`src/rtl/load_store_unit.sv`:
```
// RV32I load/store unit: single-port memory sequencer with
// byte-lane steering, load extension and misalignment trap.
module load_store_unit #(
   parameter int ADDR_WIDTH = 31,
   parameter int DATA_WIDTH = 31
) (
   input  logic                  clk,
   input  logic                  rst,
   input  logic                  clk_en,
   input  logic                  i_valid,
   output logic                  o_ready,
   input  logic                  i_is_store,
   input  logic [2:0]            i_funct3,
   input  logic [ADDR_WIDTH:0]   i_addr,
   input  logic [DATA_WIDTH:0]   i_store_data,
   input  logic [4:0]            i_rd,
   output logic                  o_read_req,
   output logic [ADDR_WIDTH:0]   o_read_addr,
   input  logic [DATA_WIDTH:0]   i_read_data,
   output logic                  o_write_enable,
   output logic [3:0]            o_byte_enable,
   output logic [ADDR_WIDTH:0]   o_write_addr,
   output logic [DATA_WIDTH:0]   o_write_data,
   output logic                  o_wb_valid,
   output logic [4:0]            o_wb_rd,
   output logic [DATA_WIDTH:0]   o_wb_data,
   output logic                  o_misaligned
);

   typedef enum logic [2:0] {
      IDLE,
      REQ,
      WAIT,
      DONE,
      ERR
   } state_t;

   state_t                state_q;
   logic                  is_store_q;
   logic [2:0]            funct3_q;
   logic [1:0]            off_q;
   logic [ADDR_WIDTH:0]   addr_q;
   logic [3:0]            be_q;
   logic [DATA_WIDTH:0]   wdata_q;
   logic [4:0]            rd_q;
   logic [DATA_WIDTH:0]   wb_data_q;

   logic                  mis_d;
   logic [3:0]            be_d;
   logic [DATA_WIDTH:0]   wdata_d;
   logic [DATA_WIDTH:0]   wb_data_d;
   logic [7:0]            lb;
   logic [15:0]           lh;

   always_comb begin
      mis_d = 1'b0;
      unique case (i_funct3)
         3'b000:  mis_d = 1'b0;
         3'b001:  mis_d = i_addr[0];
         3'b010:  mis_d = |i_addr[1:0];
         3'b100:  mis_d = i_is_store;
         3'b101:  mis_d = i_is_store | i_addr[0];
         default: mis_d = 1'b1;
      endcase
   end

   // Narrow stores replicate the datum so any lane picked by be_d sees it.
   always_comb begin
      be_d    = 4'b1111;
      wdata_d = i_store_data;
      unique case (i_funct3[1:0])
         2'b00: begin
            be_d    = 4'b0001 << i_addr[1:0];
            wdata_d = {((DATA_WIDTH + 1) / 8){i_store_data[7:0]}};
         end
         2'b01: begin
            be_d    = 4'b0011 << i_addr[1:0];
            wdata_d = {((DATA_WIDTH + 1) / 16){i_store_data[15:0]}};
         end
         default: begin
            be_d    = 4'b1111;
            wdata_d = i_store_data;
         end
      endcase
   end

   always_comb begin
      lb        = i_read_data[{off_q, 3'b000} +: 8];
      lh        = i_read_data[{off_q[1], 4'b0000} +: 16];
      wb_data_d = i_read_data;
      unique case (funct3_q)
         3'b000:  wb_data_d = {{(DATA_WIDTH - 7){lb[7]}}, lb};
         3'b100:  wb_data_d = {{(DATA_WIDTH - 7){1'b0}}, lb};
         3'b001:  wb_data_d = {{(DATA_WIDTH - 15){lh[15]}}, lh};
         3'b101:  wb_data_d = {{(DATA_WIDTH - 15){1'b0}}, lh};
         default: wb_data_d = i_read_data;
      endcase
   end

   always_ff @(posedge clk) begin
      if (rst) begin
         state_q    <= IDLE;
         is_store_q <= 1'b0;
         funct3_q   <= 3'b000;
         off_q      <= 2'b00;
         addr_q     <= '0;
         be_q       <= 4'b0000;
         wdata_q    <= '0;
         rd_q       <= 5'd0;
         wb_data_q  <= '0;
      end else if (clk_en) begin
         unique case (state_q)
            IDLE: begin
               if (i_valid) begin
                  is_store_q <= i_is_store;
                  funct3_q   <= i_funct3;
                  off_q      <= i_addr[1:0];
                  addr_q     <= {i_addr[ADDR_WIDTH:2], 2'b00};
                  be_q       <= be_d;
                  wdata_q    <= wdata_d;
                  rd_q       <= i_rd;
                  state_q    <= mis_d ? ERR : REQ;
               end
            end
            REQ:  state_q <= is_store_q ? IDLE : WAIT;
            WAIT: begin
               wb_data_q <= wb_data_d;
               state_q   <= DONE;
            end
            DONE:    state_q <= IDLE;
            ERR:     state_q <= IDLE;
            default: state_q <= IDLE;
         endcase
      end
   end

   assign o_ready        = (state_q == IDLE);
   assign o_read_req     = (state_q == REQ) & ~is_store_q;
   assign o_write_enable = (state_q == REQ) & is_store_q;
   assign o_wb_valid     = (state_q == DONE);
   assign o_misaligned   = (state_q == ERR);
   assign o_read_addr    = addr_q;
   assign o_write_addr   = addr_q;
   assign o_write_data   = wdata_q;
   assign o_byte_enable  = o_write_enable ? be_q : 4'b0000;
   assign o_wb_rd        = rd_q;
   assign o_wb_data      = wb_data_q;

endmodule

```
`config.mk`:
```
export PLATFORM = sky130hd
export DESIGN_NAME = load_store_unit
export DESIGN_NICKNAME = d
export VERILOG_FILES = /design/src/rtl/load_store_unit.sv
export SDC_FILE = /design/constraint.sdc
export NUM_CORES = 1
export LEC_CHECK = 0
export BUFFER_PORTS_ARGS = -buffer_cell sky130_fd_sc_hd__buf_2
export CAP_MARGIN = 10
export CORE_ASPECT_RATIO = 1.2
export CORE_MARGIN = 3
export CORE_UTILIZATION = 40
export CTS_CLUSTER_SIZE = 12
export DETAILED_ROUTE_END_ITERATION = 7
export PLACE_DENSITY = 0.76
export SLEW_MARGIN = 20
export SYNTH_ARGS = -nofsm -noshare
export SYNTH_HDL_FRONTEND = slang
export SYNTH_SLANG_ARGS = --single-unit
```
`constraint.sdc`:
```
create_clock -name clk -period 2.3 [get_ports clk]
set_clock_uncertainty 0.1 [all_clocks]
set_input_delay 0.23 -clock clk [delete_from_list [all_inputs] [get_ports clk]]
set_output_delay 0.23 -clock clk [all_outputs]
set_load 0.02 [all_outputs]
```
== After elaboration in Yosys (flattened, before gate mapping) ==
Cells that the tools add are included.

* Eq/ne operators: 13
* Shift-type cells: 4
* Muxes and demuxes: 9
* Bitwise gates (word level): 4
* Reductions and logical operators: 8

{| class="wikitable"
|+ Operators by type and width
! kind !! count
|-
| one-hot mux 32 bit (4 select lines) || 1
|-
| one-hot mux 32 bit (2 select lines) || 1
|-
| variable part select 32 x 6 -> 16 bit || 1
|-
| variable part select 32 x 6 -> 8 bit || 1
|-
| equality test 3 bit, second input constant || 5
|-
| equality test 3 x 1 -> 1 bit, second input constant || 3
|-
| equality test 3 x 2 -> 1 bit, second input constant || 3
|-
| zero test 3 bit || 3
|-
| one-hot mux 3 bit (3 select lines) || 1
|-
| one-hot mux 4 bit (2 select lines) || 1
|-
| 2-to-1 mux 3 bit || 2
|-
| one-hot mux 1 bit (5 select lines) || 1
|-
| 2-to-1 mux 4 bit || 1
|-
| AND reduction 2 bit || 2
|-
| << shifter 1 x 2 -> 4 bit, first input constant || 1
|-
| << shifter 2 x 2 -> 4 bit, first input constant || 1
|-
| AND reduction 3 bit || 1
|-
| bitwise AND 1 bit || 2
|-
| equality test 2 x 1 -> 1 bit, second input constant || 1
|-
| zero test 2 bit || 1
|-
| 2-to-1 mux 2 bit || 1
|-
| != test 2 bit, second input constant || 1
|-
| OR reduction 2 bit || 1
|-
| NOT 1 bit || 1
|-
| bitwise OR 1 bit || 1
|}

* Flip-flop bits (word level): 112
* Bits of input ports: 109
* Output and inout port bits: 142
* Logic and storage cells: 47

== Logic depth before layout (Yosys ltp) ==
* Depth after elaboration: 5
* Mapped depth: 8
* Mapped depth without buffers: 4

== Least setup slack after synthesis ==
OpenSTA, ideal clock, no wires.

* Path type: register to register
* Start: register off_q[0]
* End: register wb_data_q[21] (netlist: o_wb_data[21])
* Library setup time: 0.145 ns
* Arrival: 1.445 ns
* Required time: 2.055 ns
* Path slack: 0.610 ns
* Cell stages (with the launch flop): 6
* Buffers on the path: 1
* Period minus slack after synthesis: 1.690 ns
* Path through: dfxtp_1 > mux4_2 > mux2i_1 > o31a_4 > buf_6 > a211oi_2

* Cells in the longest elaborated chain, start to end: 2

{| class="wikitable"
|+ RTL lines
! item !! RTL line !! RTL
|-
| start, declared || 41 || <nowiki>logic [1:0] off_q;</nowiki>
|-
| start signal, assigned || 117 || <nowiki>off_q <= i_addr[1:0];</nowiki>
|-
| variable part select 32 x 6 -> 8 bit || 88 || <nowiki>lb = i_read_data[{off_q, 3'b000} +: 8];</nowiki>
|-
| one-hot mux 32 bit (4 select lines) || 91 || <nowiki>unique case (funct3_q)</nowiki>
|-
| end signal, assigned || 127 || <nowiki>wb_data_q <= wb_data_d;</nowiki>
|-
| end, declared || 46 || <nowiki>logic [DATA_WIDTH:0] wb_data_q;</nowiki>
|}

No other way between the ends.
A chain may end at the register's enable or synchronous reset.

== Worst setup path after layout ==
* Start: register off_q[0]
* End: register wb_data_q[3] (netlist: o_wb_data[3])

The elaborated chain is that of the path after synthesis.

==> metrics.yaml <==
vias_per_cell: 5.222
start_util_pct: 41.71
finalWeightedCongestion: 0.8807
yosysWarnings: 0
wl_per_cell_um: 15.92
final_util_pct: 53.62
placed_area_um2: 6322
fin_crit_sh_pct: 86.38
pwr-share-clk_pct: 36.8
combPwrFrac_pct: 17.7
dp_hpwl_um: 11890
wirelength_um: 15880
die_area_um2: 14320
cts_hold_buffers: 0
synth-seq-cells: 112
core_area_um2: 12390
rsz0062_at_grt: "no"
synth_area_um2: 5166
vdd_drop_max_v: 0.0003679
diodes: 0
drv_cap: 0
path_class: "flip-flop to flip-flop"
final_area_um2: 6641
pin_count: 251
async_reset_ff_share_pct: 0
std_cell_rows: 44
cts_tree: "yes"
setup_violations: 0
p_sw_share_pct: 28.63
synth_edf_count: 0
status: "completed"
numCtsBuffers: 9
clk_transition_reported_paths_ps: 80
cts_setup_buffers: 0
rrSetupSlack_ps: 310
synth_most_common_cell: "nand2_1"
portBuffers: 246
grt-busiest-layer: "met2"
synth_area_per_cell_um2: 8.060
synth_flop_cell: "dfxtp_1"
htree_levels: 3
grt_overflow: 0
ant_nets: 0
cp-start-kind: "flip-flop"
final_layout_size_suffix_gt1_share_pct: 35.41
synthTopCellsByArea: "dfxtp_1, nand2_1, a21oi_1"
drc: 0
met3_usage_pct: 6.241
p_int_mw: 3.300
slew_headroom_pct: 59.00
synth_top_cell_by_area: "dfxtp_1"
cp.required_ps: 2410
critPathSlowestCell: "nor2b_1"
numClockSinks: 112
post_cts_resized: 0
grt_max_degree: 50
timing.fmax_mhz: 503.3
antenna_found_initial: 1
tns_ps: 0
clockRootBuffer: "clkbuf_16"
path_cells: "nor2b_1, nand2_1, a32o_1, a2111oi_0"
nNetsFinal: 941
grt_pass1_wl_um: 24380
hold_violations: 0
maxSlewViolCount: 0
yosysUniqueCellTypes: 46
critPathCaptureType: "flip-flop"
whs_path_depth: 3
power_density_nw_per_um2: 696.3
cp_max_fo: 9
slowest_delay_ps: 540
seq_area_um2: 2242
grt.met1_usage_pct: 26.24
p_leak_nw: 2.993
hp-class: "input port to flip-flop"
r2r_cells: 4
syn_to_final_growth_pct: 28.55
firstDrtPassIters: 4
grtUsageTotal_pct: 21.47
worst_pin_slew_ps: 613.8
insertion_delay_ps: 340
min_period_ps: 1987
multi_input_area_um2: 2452
yosysSeqAreaShare_pct: 43.40
synthCells: 641
drt_iter0_drc: 249
synth_top_area_share_pct: 43.40
grtUsageMet2_pct: 36.47
die_width_um: 109.7
crit_arrival_ps: 2100
grt_pass1_vias: 4886
fill_cells: 1233
die_y_um: 130.5
clockBufferDepth: 2
p_seq_share_pct: 45.5
vias: 5206
p_sw_mw: 1.324
yosys-top-cells-count: "nand2_1, dfxtp_1, a21oi_1"
cells by family (layout without fill, tap and decap cells):
group / after synthesis / count (layout) / synth area share, %
compound gates: 161 / 161 / 21.48
buf+inv: 91 / 283 / 9.833
flops: 112 / 112 / 43.40
mux: 23 / 23 / 4.965
other cells: 1 / 4 / 0.07259
simple gates: 253 / 253 / 20.25
flip-flops by register name (all words and copies together), names as in the netlist:
register,count
be_q,4
off_q,2
state_q,3
funct3_q,3
o_wb_data,32
is_store_q,1
o_wb_rd,5
o_read_addr,30
o_write_data,32
final cells by class:
cell class / count / area share (%)
clock inverter: 6 / 1.413
sequential: 112 / 33.76
timing repair buffer: 262 / 21.14
inverter: 6 / 0.3391
tap: 161 / 3.033
multi-input combinational: 441 / 36.93
clock buffer: 9 / 3.391
critical path, delay by kind of cell (launching register included):
family,cells,cell delay [ps]
AOI/OAI and AO/OA,2,680
DFF,1,400
and+or+nand+nor,2,670
metrics by stage:
stage,cells,hold slack (ps),setup WS (ps),power (mW)
after floorplan,644,266.0,610.4,2.672
after global placement,982,338.5,468.7,2.963
after detailed placement,982,345.6,370.1,2.975
after CTS,997,1.317,296.0,4.665
after global routing,997,5.716,137.0,4.830
final,997,12.26,313.2,4.624
power groups by stage:
stage / Combinational, mW / Clock [mW] / Sequential, mW
floorplan: 0.431 / 0 / 2.24
global placement: 0.815 / 0 / 2.15
detailed placement: 0.824 / 0 / 2.15
CTS: 0.826 / 1.73 / 2.11
global route: 0.900 / 1.81 / 2.12
finish: 0.820 / 1.70 / 2.10
layer usage:
metal / vias up / routed length, um
met4: 2 / 365
li1: 2546 / -
met1: 2392 / 6181
met2: 237 / 7838
met3: 29 / 1478
met5: - / 13
final timing paths:
kind | startpoint | to
hold reg to reg | o_wb_rd[0]$_SDFFE_PP0P_ | o_wb_rd[0]$_SDFFE_PP0P_
hold / removal | i_rd[1] | o_wb_rd[1]$_SDFFE_PP0P_
setup / recovery | off_q[0]$_SDFFE_PP0P_ | o_wb_data[3]$_SDFFE_PP0P_
setup reg to reg | off_q[0]$_SDFFE_PP0P_ | o_wb_data[3]$_SDFFE_PP0P_
cells in the final DEF, fill, tap and decap left out, types with 10 or more instances in the layout:
master,instances
buf_2,245
a211oi_2,10
a311oi_1,12
nor3_1,10
buf_4,13
mux2i_1,20
dfxtp_1,112
nor2_1,60
o21ai_0,16
a211oi_1,18
nand2_1,157
a21oi_1,65
No activity file was read; power rests on OpenSTA's default activity.
